`config.mk`:
```
export PLATFORM = sky130hd
export DESIGN_NAME = s_term_uio_bridge
export DESIGN_NICKNAME = d
export VERILOG_FILES = /design/src/rtl/s_term_uio_bridge_pkg.sv /design/src/rtl/s_term_uio_bridge_uio_chan_cond.sv /design/src/rtl/s_term_uio_bridge.sv
export SDC_FILE = /design/constraint.sdc
export NUM_CORES = 1
export LEC_CHECK = 0
export CORE_ASPECT_RATIO = 0.7
export CORE_MARGIN = 1.5
export CORE_UTILIZATION = 48
export CTS_CLUSTER_SIZE = 25
export DETAILED_ROUTE_END_ITERATION = 12
export GPL_TIMING_DRIVEN = 0
export MAX_ROUTING_LAYER = met4
export PLACE_DENSITY = 0.75
export SYNTH_ARGS = -nofsm -noshare
export SYNTH_HDL_FRONTEND = slang
export SYNTH_SLANG_ARGS = --single-unit
```
`constraint.sdc`:
```
create_clock -name UserCLK -period 1.3 [get_ports UserCLK]
set_input_delay 0.26 -clock UserCLK [delete_from_list [all_inputs] [get_ports UserCLK]]
set_output_delay 0.26 -clock UserCLK [all_outputs]
set_load 0.05 [all_outputs]
```
`src/rtl/s_term_uio_bridge_pkg.sv`:
```
// -----------------------------------------------------------------------------
// s_term_uio_bridge_pkg
// Shared definitions for the user-IO bridge:
//   - imode_e          : per-channel input conditioning mode encoding
//   - CFG_BITS_PER_CH  : configuration bits per channel (IMODE[1:0], OREG)
//   - CFG_IMODE_LSB    : bit offset of IMODE inside a channel's config field
//   - CFG_OREG_BIT     : bit offset of OREG inside a channel's config field
//   - calc_ncfgf()     : number of configuration frames needed for NCH channels
// -----------------------------------------------------------------------------
package s_term_uio_bridge_pkg;

    typedef enum logic [1:0] {
        IMODE_BYPASS = 2'b00,  // FIN = UIN, combinational
        IMODE_REG    = 2'b01,  // FIN = UIN delayed by one flop
        IMODE_SYNC   = 2'b10,  // FIN = two-flop synchronised UIN
        IMODE_EDGE   = 2'b11   // FIN = one-cycle pulse per UIN rising edge
    } imode_e;

    localparam int CFG_BITS_PER_CH = 3;
    localparam int CFG_IMODE_LSB   = 0;
    localparam int CFG_OREG_BIT    = 2;

    // Frames needed to cover 3*nch config bits, rounded up.
    function automatic int calc_ncfgf(input int nch, input int fbits);
        return (CFG_BITS_PER_CH * nch + fbits - 1) / fbits;
    endfunction

endpackage

```
`src/rtl/s_term_uio_bridge_uio_chan_cond.sv`:
```
// -----------------------------------------------------------------------------
// uio_chan_cond
// Conditioning for a single user-IO channel.
// Ports:
//   clk_i    : clock, rising edge
//   rst_ni   : asynchronous active-low reset, clears all flops
//   imode_i  : input conditioning mode (see imode_e)
//   oreg_i   : 1 = register the fabric-to-user path, 0 = pass through
//   uin_i    : user-project signal into the fabric
//   fin_o    : conditioned uin_i toward the switch matrix
//   fout_i   : switch-matrix signal toward the user project
//   uout_o   : conditioned fout_i toward the user project
// The s1/s2/s3/o1 flops run every cycle regardless of mode, so a mode change
// simply re-points the muxes at an already-filled pipeline.
// -----------------------------------------------------------------------------
module uio_chan_cond
    import s_term_uio_bridge_pkg::*;
(
    input  logic   clk_i,
    input  logic   rst_ni,
    input  imode_e imode_i,
    input  logic   oreg_i,
    input  logic   uin_i,
    output logic   fin_o,
    input  logic   fout_i,
    output logic   uout_o
);

    logic s1_q, s1_d;
    logic s2_q, s2_d;
    logic s3_q, s3_d;
    logic o1_q, o1_d;
    logic fin_s;
    logic uout_s;

    // Next state of the free-running input and output pipelines.
    always_comb begin
        s1_d = uin_i;
        s2_d = s1_q;
        s3_d = s2_q;
        o1_d = fout_i;
    end

    // Pipeline registers with asynchronous clear.
    always_ff @(posedge clk_i or negedge rst_ni) begin
        if (!rst_ni) begin
            s1_q <= 1'b0;
            s2_q <= 1'b0;
            s3_q <= 1'b0;
            o1_q <= 1'b0;
        end else begin
            s1_q <= s1_d;
            s2_q <= s2_d;
            s3_q <= s3_d;
            o1_q <= o1_d;
        end
    end

    // Input-direction mode select; edge mode compares the synchronised
    // sample against the one behind it, so a level held high pulses once.
    always_comb begin
        fin_s = uin_i;
        case (imode_i)
            IMODE_BYPASS: fin_s = uin_i;
            IMODE_REG:    fin_s = s1_q;
            IMODE_SYNC:   fin_s = s2_q;
            IMODE_EDGE:   fin_s = s2_q & ~s3_q;
            default:      fin_s = uin_i;
        endcase
    end

    // Output-direction select between the live and the registered signal.
    always_comb begin
        uout_s = fout_i;
        if (oreg_i) begin
            uout_s = o1_q;
        end else begin
            uout_s = fout_i;
        end
    end

    assign fin_o  = fin_s;
    assign uout_o = uout_s;

endmodule

```
`src/rtl/s_term_uio_bridge.sv`:
```
// -----------------------------------------------------------------------------
// s_term_uio_bridge
// Bridge between a user project and the fabric switch matrix with per-channel
// configurable conditioning.
// Ports:
//   UserCLK       : clock, rising edge
//   RESET_N       : asynchronous active-low reset (release synchronised outside)
//   UserCLKo      : buffered UserCLK
//   FrameData     : configuration data word
//   FrameStrobe   : frame write strobes
//   FrameStrobe_O : buffered FrameStrobe
//   UIN / FIN     : user -> fabric signals, raw / conditioned
//   FOUT / UOUT   : fabric -> user signals, raw / conditioned
// Configuration: 3 bits per channel c, IMODE = CFG[3c+1:3c], OREG = CFG[3c+2].
// Frame CFG_FRAME_BASE+k loads CFG[k*FrameBitsPerRow +: FrameBitsPerRow];
// bits beyond 3*NCH have no storage and are dropped.
// -----------------------------------------------------------------------------
module s_term_uio_bridge
    import s_term_uio_bridge_pkg::*;
#(
    parameter int NCH             = 20,
    parameter int MaxFramesPerCol = 20,
    parameter int FrameBitsPerRow = 32,
    parameter int CFG_FRAME_BASE  = 0
) (
    input  logic                       UserCLK,
    input  logic                       RESET_N,
    output logic                       UserCLKo,
    input  logic [FrameBitsPerRow-1:0] FrameData,
    input  logic [MaxFramesPerCol-1:0] FrameStrobe,
    output logic [MaxFramesPerCol-1:0] FrameStrobe_O,
    input  logic [NCH-1:0]             UIN,
    output logic [NCH-1:0]             FIN,
    input  logic [NCH-1:0]             FOUT,
    output logic [NCH-1:0]             UOUT
);

    localparam int NCFGF = calc_ncfgf(NCH, FrameBitsPerRow);
    localparam int CFG_W = CFG_BITS_PER_CH * NCH;

    logic [CFG_W-1:0] cfg_q;
    logic [CFG_W-1:0] cfg_d;

    // Each stored config bit has exactly one owning frame; several strobes
    // high together therefore load their slices independently in one cycle.
    for (genvar k = 0; k < NCFGF; k++) begin : g_frame
        for (genvar b = 0; b < FrameBitsPerRow; b++) begin : g_bit
            if (k * FrameBitsPerRow + b < CFG_W) begin : g_used
                assign cfg_d[k*FrameBitsPerRow+b] =
                    FrameStrobe[CFG_FRAME_BASE+k] ? FrameData[b]
                                                  : cfg_q[k*FrameBitsPerRow+b];
            end
        end
    end

    // Configuration register; cleared to all-bypass by reset.
    always_ff @(posedge UserCLK or negedge RESET_N) begin
        if (!RESET_N) begin
            cfg_q <= '0;
        end else begin
            cfg_q <= cfg_d;
        end
    end

    for (genvar c = 0; c < NCH; c++) begin : g_chan
        logic [1:0] imode_s;
        logic       oreg_s;

        assign imode_s = cfg_q[CFG_BITS_PER_CH*c+CFG_IMODE_LSB +: 2];
        assign oreg_s  = cfg_q[CFG_BITS_PER_CH*c+CFG_OREG_BIT];

        uio_chan_cond u_chan (
            .clk_i   (UserCLK),
            .rst_ni  (RESET_N),
            .imode_i (imode_e'(imode_s)),
            .oreg_i  (oreg_s),
            .uin_i   (UIN[c]),
            .fin_o   (FIN[c]),
            .fout_i  (FOUT[c]),
            .uout_o  (UOUT[c])
        );
    end

    assign UserCLKo      = UserCLK;
    assign FrameStrobe_O = FrameStrobe;

endmodule

```
==> After elaboration in Yosys (flattened, before gate mapping) <==
Index checks and enable logic that the tools add are counted.
{ "word_totals": {"memories": 0, "latch_bits": 0, "ff_bits": 140, "ramBits": 0, "word_cells": 242, "romBits": 0} }
{ "op_classes": {"eq_ne": 60, "n_shift": 0, "n_div": 0, "n_bitwise": 40, "n_addsub": 0, "mul": 0, "n_mux": 40, "n_lt_le_gt_ge": 0, "reduce_logical": 20} }
{ "op_table": {"columns": ["operator", "n"], "rows": [
  ["$eq 2x2->1 const B", 40],
  ["$pmux 1 s4", 20],
  ["$eq 2x1->1 const B", 20],
  ["$logic_not 2->1", 20],
  ["$and 1x1->1", 20],
  ["$mux 1", 20],
  ["$not 1->1", 20]
]} }

==> Depth between registers and ports, before layout <==
Gate-level depths: netlist of the first run.
{ "logic_depth": {"ltp_word": 3, "depth_mapped": 3, "mapped_depth_nobuf": 2} }

==> Modules after synthesis <==
From an unflattened synthesis of the first run, not the netlist that was laid out.
{ "hier_totals": {"cells_unflattened": 348, "area_unflattened_um2": 5496.5} }
{ "by_module_without_submodules": {"columns": ["module", "cells_per_inst", "area_each_um2", "n_inst", "seq_area_each_um2"], "rows": [
  ["uio_chan_cond", 10, 143.9, 20, 100.1],
  ["s_term_uio_bridge", 148, 2618.8, 1, 1501.4]
]} }

==> results of run 1 <==
-- worst max-delay path: cells and delay by family (launching register included) --
family | cells | cell delay [ns]
flip-flops | 1 | 0.39
buffers and inverters | 2 | 0.29
AO/OA/AOI/OAI | 1 | 0.28
AND/OR/NAND/NOR | 1 | 0.19
-- sequential cells by signal, summed over array words and instances, names as in the netlist --
name,flops
g_chan.u_chan.o1_q,20
g_chan.u_chan.s3_q,20
g_chan.u_chan.s1_q,20
g_chan.u_chan.s2_q,20
cfg_q,60
-- kinds of logic (layout without fill, tap and decap cells) --
group | count (synthesis) | count (layout) | synth area share
flops | 140 | 140 | 0.605
buf+inv | 68 | 247 | 0.0957
simple gates | 72 | 72 | 0.0739
compound gates | 20 | 20 | 0.0307
mux | 84 | 84 | 0.195
-- routing by layer --
| layer | vias up | track usage | wire [µm] |
|---|---|---|---|
| met5 | - | - | 0 |
| met4 | 0 | 0.0887 | 186 |
| met3 | 15 | 0.0526 | 607 |
| met2 | 102 | 0.338 | 6100 |
| met1 | 1803 | 0.268 | 5560 |
| li1 | 1613 | - | - |
-- cell usage in the layout, fill, tap and decap left out --
cell type and instances:
a21bo_2 2, a311oi_2 17, a311oi_4 1, buf_12 4, buf_16 1, buf_4 70, buf_6 6, buf_8 39
bufinv_16 3, clkbuf_1 2, clkbuf_16 19, clkbuf_8 1, clkdlybuf4s50_1 72, clkinv_4 1, clkinvlp_4 5, dfrtp_1 137
dfrtp_2 3, dlygate4sd2_1 20, dlygate4sd3_1 1, inv_6 3, mux2_2 10, mux2_4 70, mux2i_1 4, nand2b_1 19
nand2b_4 17, nor2b_1 7, nor2b_2 1, nor2b_4 10, nor3_1 12, nor3_2 4, nor3_4 2
-- repair_timing --
action / in CTS / in global routing
endpoints found under the setup margin: 61 / 40
pin swaps: 18 / 4
hold endpoints to repair: 60 / 0
resized for setup: 422 / 16
hold buffers: 1 / 0
setup buffers: 24 / 7
-- final cells by class --
class | count | area [µm²]
Sequential cell | 140 | 3510
Fill cell | 723 | 2990
Multi-Input combinational cell | 176 | 2180
Timing Repair Buffer | 166 | 1780
Clock buffer | 23 | 517
Buffer | 46 | 389
Tap cell | 157 | 196
Clock inverter | 12 | 163
-- how the worst max path moves through the flow --
stage,from,to,cells after the start
final,g_chan[7].u_chan.s3_q,FIN[7],4
after detailed placement,UIN[4],FIN[4],5
after global placement,RESET_N,g_chan[2].u_chan.o1_q,1
after global routing,cfg_q[58],FIN[19],4
after CTS,cfg_q[49],FIN[16],4
after floorplan,cfg_q[31],FIN[10],3
-- stage by stage --
stage                     area, µm²  utilization  setup WS (ns)  instances  hold WS [ns]
after floorplan                5790            -         0.0434        384       -0.0356
after global placement         7330        0.625          -5.40        675         0.349
after detailed placement       7360        0.628         -0.961        676         0.268
after CTS                      8600        0.733         -0.626        713       0.00724
after global routing           8740        0.745         -0.696        720        0.0164
final                          8740        0.745         -0.633        720        0.0155
-- where the power goes --
part | switching (W) | internal, W | leakage [nW]
Combinational | 0.00131 | 0.00157 | 2.09
Sequential | 0.000280 | 0.00468 | 1.63
Clock | 0.00206 | 0.00347 | 0.314
==> results.md, run 1 <==
* Number of global-route vias before repair at 3,909
* Number of synthesized register bits at 140
* Synth area leader: dfrtp_1
* RR Startpoint: cfg_q[19]
* Worst Min Path Start: FrameStrobe[0]
* Hold Crit Class: in -> reg
* Area contributors post-synth: dfrtp_1 (60%), mux2_4 (13%), buf_4 (7.9%), mux2_2 (5.8%), nand2b_1 (3.9%)
* Slew headroom at 0.614
* DRC Markers at 0
* Die width at 134 µm
* R2R setup slack at 0.26 ns
* Main synth FF type: dfrtp_1
* PnR worst setup slack at -0.633 ns
* Drt total wl at 12.4 mm
* Avg WL per Cell at 17.3 µm
* Final Cycle Share at 1.49
* Mapped Area at 0.00579 mm²
* Crit-path max cell delay at 0.39 ns
* Worst skew pair latency at 0.52 ns
* DR vias at 3,533
* Ys async rst share at 1.00
* IO Pins at 155
* R2r worst-path depth at 3
* Yosys warns at 0
* Top-count cell post-synth: dfrtp_1
* Failing checks: setup timing
* Core Rows at 33
* Layout area overhead at 50.8%
* Pwr Total at 0.0134 W
* Post-synth EDFFs at 0
* Dpl hpwl at 7.63 mm
* PD cells at 1530 mW/mm²
* Setup TNS at -18.48 ns
* Synth unique cells at 12
* GPL Wtd Cong at 0.750
* Pin count of the biggest net entering global routing at 81
* Cells after Synth at 384
* Minimum clock period at 1.93 ns
* Via density per instance at 4.91
* Final Max Slew Viols at 0
* Slew @ Worst Pin at 0.578 ns
* Leakage at 4.03 nW
* Final net count at 644
* Area of the core at 0.0117 mm²
* Worst hold stages at 2
* Initial antenna violation count at 0
* Fin. Hold Viols at 0
* Worst EP arrival at 1.67 ns
* Max_cap viols at 0
* Final setup viols at 40
* Post-route ant nets at 0
* Data required, critical path at 1.04 ns
* Global-route usage over all layers at 0.215
* Die area at 0.0127 mm²
* Final Skew at 0.00600 ns
* Global-route wire length before repair at 20.0 mm
* Crit path max-delay cell type: dfrtp_1
* Ant diodes at 0
* Starting Density at 0.494
* Seq/Total Area, Yosys at 0.605
* Port bufs at 134
* Fmax at 517 MHz
* Drt first pass iters at 4
* Status: finished, violations left
* Worst hold endpoint: cfg_q[1]
* Setup CP Type: reg -> out
* RSZ-0062 raised after global routing: yes
* CTS tree: yes
* Reg2reg end: cfg_q[19]
* DR iter-0 viols at 149
* Area share of the largest cell type after synthesis at 0.605
* Critical path, cell by cell: nand2b_1 -> a311oi_2 -> buf_4 -> buf_8
* Share of post-route cells with drive strength above 1 at 0.513
* Post-Syn Nets at 478
* CTS clk-pin slew, worst paths at 0.06 ns
* Maximum VDD drop at 1040 µV
* Critical path startpoint category: register
* Crit path max fanout at 1
* Post-synthesis area per instance at 15.1 µm²
* CP Capture Type: output pin
* Grt ovf at 0
* Chip height at 94.9 µm
* Most frequent cells after synthesis: dfrtp_1 (140), buf_4 (61), mux2_4 (50)
Power figures use the tool's default switching activity.
==> run 2, diff against run 1 <==
--- a/config.mk
+++ b/config.mk
@@ -13,6 +13,7 @@
 export GPL_TIMING_DRIVEN = 0
 export MAX_ROUTING_LAYER = met4
 export PLACE_DENSITY = 0.75
+export RECOVER_POWER = 25
 export SYNTH_ARGS = -nofsm -noshare
 export SYNTH_HDL_FRONTEND = slang
 export SYNTH_SLANG_ARGS = --single-unit
==> run 2 against run 1 <==
Effect of this change: the flow still finishes with violations (setup timing); die area stayed put; fmax hardly changed; cell count stayed put; worst setup slack hardly changed; via count is 0.14% lower; critical path depth stayed put; design area stayed put; clock skew hardly changed; total power is 0.16% lower; clock-buffer cell count stayed put; non-clock buffer count stayed put.
==> results.md, run 2 (same netlist as run 1, synthesis figures left out) <==
* Status: finished, violations left
* Failing checks: setup timing
* Minimum clock period at 1.93 ns (-0.000434 ns)
* CP Capture Type: output pin
* R2r worst-path depth at 3 (unchanged)
* Slew @ Worst Pin at 0.578 ns (+0.0000933 ns)
* Critical path, cell by cell: nand2b_4 -> a311oi_2 -> buf_4 -> buf_8
* DR vias at 3,528 (-0.14%)
* Ant diodes at 0 (unchanged)
* R2R setup slack at 0.26 ns (about the same)
* Dpl hpwl at 7.63 mm (unchanged)
* Final net count at 644 (unchanged)
* Area of the core at 0.0117 mm² (unchanged)
* Die width at 134 µm (unchanged)
* CP Launch Point: cfg_q[58]
* Die area at 0.0127 mm² (unchanged)
* Initial antenna violation count at 0 (unchanged)
* Crit path max-delay cell type: dfrtp_2
* Layout area overhead at 50.8% (unchanged)
* RSZ-0062 raised after global routing: yes
* Pwr Total at 0.0133 W (-0.16%)
* DR iter-0 viols at 142 (-4.7%)
* Final Cycle Share at 1.49 (about the same)
* Global-route usage over all layers at 0.215 (unchanged)
* Combinational share of power at 0.214 (about the same)
* Worst skew pair latency at 0.52 ns (about the same)
* Drt total wl at 12.4 mm (-0.10%)
* Clock group share of total power at 0.415 (about the same)
* CP Capture Point: FIN[19]
* Final setup viols at 40 (unchanged)
* Most frequent cells in the layout: dfrtp_1 (137), mux2_4 (70), buf_4 (70)
* Max_cap viols at 0 (unchanged)
* Number of global-route vias before repair at 3,909 (unchanged)
* Via density per instance at 4.90 (-0.14%)
* WL met3 at 620 µm (+2.1%)
* PnR worst setup slack at -0.632 ns (+0.000434 ns)
* CTS tree: yes
* Final Skew at 0.00640 ns (+0.000396 ns)
* Metal2 WL at 6.09 mm (-0.16%)
* Starting Density at 0.494 (unchanged)
* RR Startpoint: cfg_q[19]
* Share of post-route cells with drive strength above 1 at 0.513 (unchanged)
* Pint at 0.00969 W (-0.25%)
* Hold Crit Class: in -> reg
* Worst EP arrival at 1.67 ns (about the same)
* Crit path max fanout at 5 (+4)
* Final Max Slew Viols at 0 (unchanged)
* Most common cell after layout, fill and taps aside: dfrtp_1
* Slew headroom at 0.614 (about the same)
* Max FFs per register at 60 (unchanged)
* Avg WL per Cell at 17.3 µm (-0.10%)
* Reg2reg end: cfg_q[19]
* Dpl ws at -0.961 ns (unchanged)
* Post-route ant nets at 0 (unchanged)
* Core Rows at 33 (unchanged)
* Fin. Hold Viols at 0 (unchanged)
* DRC Markers at 0 (unchanged)
* Drt first pass iters at 4 (unchanged)
* Fmax at 517 MHz (about the same)
* Setup CP Type: reg -> out
* Crit-path max cell delay at 0.43 ns (+0.04 ns)
* Port bufs at 134 (unchanged)
* Data required, critical path at 1.04 ns (about the same)
* Switch Pwr at 0.00365 W (+0.10%)
* Leakage at 4.04 nW (+0.26%)
* Post-Route M1 WL at 5.54 mm (-0.29%)
* Chip height at 94.9 µm (unchanged)
* Grt ovf at 0 (unchanged)
* GPL Wtd Cong at 0.750 (unchanged)
* PD cells at 1530 mW/mm² (-0.16%)
* IO Pins at 155 (unchanged)
* DR top layer: met4
* Hold Slack at 0.0156 ns (+0.000135 ns)
* Final Core Density at 0.745 (unchanged)
* CTS clk-pin slew, worst paths at 0.06 ns (about the same)
* Biggest register: cfg_q
* Pin count of the biggest net entering global routing at 81 (unchanged)
* Maximum VDD drop at 1040 µV (about the same)
* Global-route wire length before repair at 20.0 mm (unchanged)
* Setup TNS at -18.46 ns (+0.0218 ns)
* Switching share of power at 0.274 (+0.000700)
* Critical path startpoint category: register
* Sequential Power Share at 0.371 (about the same)
-- run 2: cell count changes in the layout (fill, tap and decap cells not counted), sizes merged --
cell           delta
clkdlybuf4s50    -40
dlygate4sd3      +40
-- run 2: area by class of cell --
type | instances | area [µm²]
Clock inverter | 12 | 163
Sequential cell | 140 | 3510
Fill cell | 723 | 2990
Tap cell | 157 | 196
Multi-Input combinational cell | 176 | 2180
Clock buffer | 23 | 517
Buffer | 46 | 389
Timing Repair Buffer | 166 | 1780
-- run 2: power groups by stage --
stage               clock network [W]  registers [W]  logic (W)
finish                        0.00553        0.00496    0.00286
global route                  0.00581        0.00500    0.00300
CTS                           0.00561        0.00494    0.00281
detailed placement           0.000220        0.00497    0.00239
global placement             0.000220        0.00495    0.00234
floorplan                    0.000166        0.00490    0.00160
-- run 2: worst max-delay path: cells and delay by family, from the launching register on --
| family | cells | cell delay (ns) |
|---|---|---|
| buffers and inverters | 2 | 0.30 |
| AOI/OAI and AO/OA | 1 | 0.27 |
| and+or+nand+nor | 1 | 0.15 |
| DFF | 1 | 0.43 |
-- run 2: through the flow --
stage	instances	instance area [µm²]
after global routing	720	8740
after global placement	675	7330
after detailed placement	676	7360
after CTS	713	8600
after floorplan	384	5790
final	720	8740
-- run 2: how the worst min path moves through the flow --
stage                      startpoint                     end  slack (ns)  cells after the start
6_report               FrameStrobe[0]                cfg_q[1]        0.02                      2
3_5_place_dp                  RESET_N               cfg_q[28]        0.27                      1
5_1_grt                FrameStrobe[0]                cfg_q[0]        0.02                      2
2_1_floorplan                 RESET_N                cfg_q[0]       -0.04                      0
3_3_place_gp   g_chan[14].u_chan.s2_q  g_chan[14].u_chan.s3_q        0.35                      0
4_1_cts                FrameStrobe[0]                cfg_q[1]       0.007                      2
-- run 2: timing repair --
action                                 4_1_cts  5_1_grt
hold buffers                                 1        0
endpoints found under the hold margin       60        0
pin swaps                                   18        4
gates resized for setup                    422       16
setup buffers                               24        7
setup endpoints to repair                   61       40
-- run 2: layer usage --
| layer | GRT usage | vias up |
|---|---|---|
| li1 | - | 1611 |
| met3 | 0.0526 | 15 |
| met2 | 0.338 | 100 |
| met1 | 0.268 | 1802 |
| met4 | 0.0887 | 0 |
| met5 | - | - |
==> run 3, diff against run 2 <==
--- a/config.mk
+++ b/config.mk
@@ -14,6 +14,7 @@
 export MAX_ROUTING_LAYER = met4
 export PLACE_DENSITY = 0.75
 export RECOVER_POWER = 25
+export REMOVE_ABC_BUFFERS = 1
 export SYNTH_ARGS = -nofsm -noshare
 export SYNTH_HDL_FRONTEND = slang
 export SYNTH_SLANG_ARGS = --single-unit
==> run 3 against run 2 <==
Effect of this change: the run still ends with setup timing left; clock skew is essentially flat; combinational power decreased by 17%; register-to-register slack about the same; die area did not move; core utilization shrank 5.5 points; design area shrank 7.4%; largest power group unchanged; clock-buffer cell count fell by 1; wire length down 5.7%; worst setup slack better by 0.056 ns; via count is 7.5% lower.
==> results.md, run 3 (same netlist as run 1, synthesis figures left out) <==
* Final Max Slew Viols at 0 (unchanged)
* Core Rows at 33 (unchanged)
* Die area at 0.0127 mm² (unchanged)
* Max FFs per register at 60 (unchanged)
* Worst EP arrival at 1.62 ns (-0.05 ns)
* Switching share of power at 0.268 (-0.00537)
* CTS tree: yes
* Leakage at 3.67 nW (-9.1%)
* Most frequent cells in the layout: dfrtp_1 (137), mux2_4 (66), dlygate4sd3_1 (41)
* Final setup viols at 40 (unchanged)
* Area of the multi-input gates at 0.00213 mm² (-2.1%)
* Sequential Power Share at 0.386 (+0.015)
* Ant diodes at 0 (unchanged)
* GR Layer Usage met2 at 0.288 (-0.0500)
* Fillcell total at 789 (+9.1%)
* Minimum clock period at 1.88 ns (-0.0564 ns)
* Dpl hpwl at 6.92 mm (-9.3%)
* Hold Crit Class: in -> reg
* Final Cycle Share at 1.44 (-0.0434)
* Fmax at 533 MHz (+3.0%)
* Layout area overhead at 39.6%
* Starting Density at 0.494 (unchanged)
* Biggest register: cfg_q
* Clock group share of total power at 0.429 (+0.014)
* Crit path max fanout at 5 (unchanged)
* Switch Pwr at 0.00344 W (-5.8%)
* Setup TNS at -17.39 ns (+1.07 ns)
* Initial antenna violation count at 0 (unchanged)
* Pin count of the biggest net entering global routing at 87 (+7.4%)
* Worst skew pair latency at 0.52 ns (about the same)
* Post-route ant nets at 0 (unchanged)
* CTS clk-pin slew, worst paths at 0.06 ns (about the same)
* RSZ-0062 raised after global routing: yes
* Share of post-route cells with drive strength above 1 at 0.485 (-0.0282)
* CP Capture Type: output pin
* Met3 usage at 0.0682 (+0.0156)
* Combinational share of power at 0.185 (-0.029)
* Storage cell area at 0.00351 mm² (unchanged)
* Hold Slack at 0.0667 ns (+0.0510 ns)
* IO Pins at 155 (unchanged)
* Drt first pass iters at 4 (unchanged)
* Grt ovf at 0 (unchanged)
* Avg WL per Cell at 17.8 µm (+2.8%)
* Setup CP Type: reg -> out
* Global-route usage over all layers at 0.201 (-0.0138)
* Global-route wire length before repair at 18.7 mm (-6.4%)
* Port bufs at 118 (-12%)
* Drt total wl at 11.7 mm (-5.7%)
* Pint at 0.00938 W (-3.2%)
* Area of the core at 0.0117 mm² (unchanged)
* DR vias at 3,262 (-7.5%)
* Data required, critical path at 1.04 ns (about the same)
* Worst hold stages at 2 (unchanged)
* Slew headroom at 0.652 (+0.0375)
* Maximum VDD drop at 1310 µV (+25%)
* PD cells at 1590 mW/mm² (+3.8%)
* Slew @ Worst Pin at 0.522 ns (-0.0563 ns)
* Fin. Hold Viols at 0 (unchanged)
* Max_cap viols at 0 (unchanged)
* Final net count at 584 (-9.3%)
* Die width at 134 µm (unchanged)
* Most common cell after layout, fill and taps aside: dfrtp_1
* Gr busiest metal: met2
* GPL Wtd Cong at 0.713 (-4.9%)
* Via density per instance at 4.94 (+0.87%)
* Chip height at 94.9 µm (unchanged)
* PnR worst setup slack at -0.576 ns (+0.0564 ns)
* Number of global-route vias before repair at 3,655 (-6.5%)
* DRC Markers at 0 (unchanged)
* Final Skew at 0.00668 ns (+0.000285 ns)
* DR iter-0 viols at 115 (-19%)
* R2r worst-path depth at 3 (unchanged)
* M1 GR Usage at 0.262 (-0.00585)
* Status: finished, violations left
* Critical path startpoint category: register
* Failing checks: setup timing
## run 3: cell count changes in the layout (fill, tap and decap cells not counted), moves of 3 or more
cell | previous run | this run
clkinv_4 | 1 | 5
buf_8 | 39 | 11
nor2b_4 | 10 | 6
buf_6 | 6 | 30
mux2_4 | 70 | 66
nor2b_1 | 7 | 12
buf_4 | 70 | 32
dlygate4sd2_1 | 20 | 1
clkinvlp_4 | 5 | 2
mux2_2 | 10 | 14
## run 3: through the flow
| stage | setup WS [ns] | cells | power [W] | instance area [µm²] | utilization |
|---|---|---|---|---|---|
| after detailed placement | -0.929 | 594 | 0.00708 | 6670 | 0.569 |
| after CTS | -0.561 | 652 | 0.0128 | 7860 | 0.670 |
| final | -0.576 | 660 | 0.0128 | 8090 | 0.690 |
| after global placement | -5.28 | 591 | 0.00705 | 6620 | 0.564 |
| after floorplan | -0.755 | 316 | 0.00605 | 5240 | - |
| after global routing | -0.642 | 660 | 0.0133 | 8090 | 0.690 |
## run 3: power by group through the flow
stage / combinational (W) / clock [W] / sequential, W
2_1_floorplan: 0.00115 / 0 / 0.00490
6_report: 0.00237 / 0.00550 / 0.00494
3_3_place_gp: 0.00192 / 0.000177 / 0.00495
4_1_cts: 0.00227 / 0.00561 / 0.00492
3_5_place_dp: 0.00194 / 0.000177 / 0.00496
5_1_grt: 0.00250 / 0.00580 / 0.00498
## run 3: cell type report
type,count,area share
flip-flops and latches,140,0.434
multi-input cells,176,0.264
repair buffers,152,0.194
clock buffers,22,0.0634
well taps,157,0.0243
clock inverters,13,0.0207
## run 3: path summary, 6_finish.rpt
| kind | endpoint | slack [ns] | from |
|---|---|---|---|
| worst max-delay path | FIN[0] | -0.58 | cfg_q[1] |
| worst min-delay path | cfg_q[38] | 0.07 | FrameStrobe[1] |
| worst max register to register | cfg_q[47] | 0.27 | cfg_q[47] |
| worst min register to register | g_chan[17].u_chan.s3_q | 0.37 | g_chan[17].u_chan.s2_q |
| max in group asynchronous | cfg_q[50] | 0.27 | RESET_N |
| min in group asynchronous | cfg_q[14] | 0.25 | RESET_N |
## run 3: metal layers
layer  share of wire  up-vias  wire, µm
met5               0        -         0
met2            0.46      111      5380
li1                -     1487         -
met3           0.064       13       748
met4           0.016        0       185
met1            0.46     1651      5400
## run 3: what timing repair did
item | 4_1_cts | 5_1_grt
pin swaps | 18 | 8
endpoints found under the hold margin | 54 | 0
hold buffers | 1 | 0
gates resized for setup | 360 | 37
endpoints found under the setup margin | 43 | 40
buffers inserted | 23 | 8
## run 3: critical path, cell delays in order, from the launching register on
cell and delay, ns:
dfrtp_1 0.42, nand2b_4 0.16, a311oi_2 0.30, buf_6 0.21
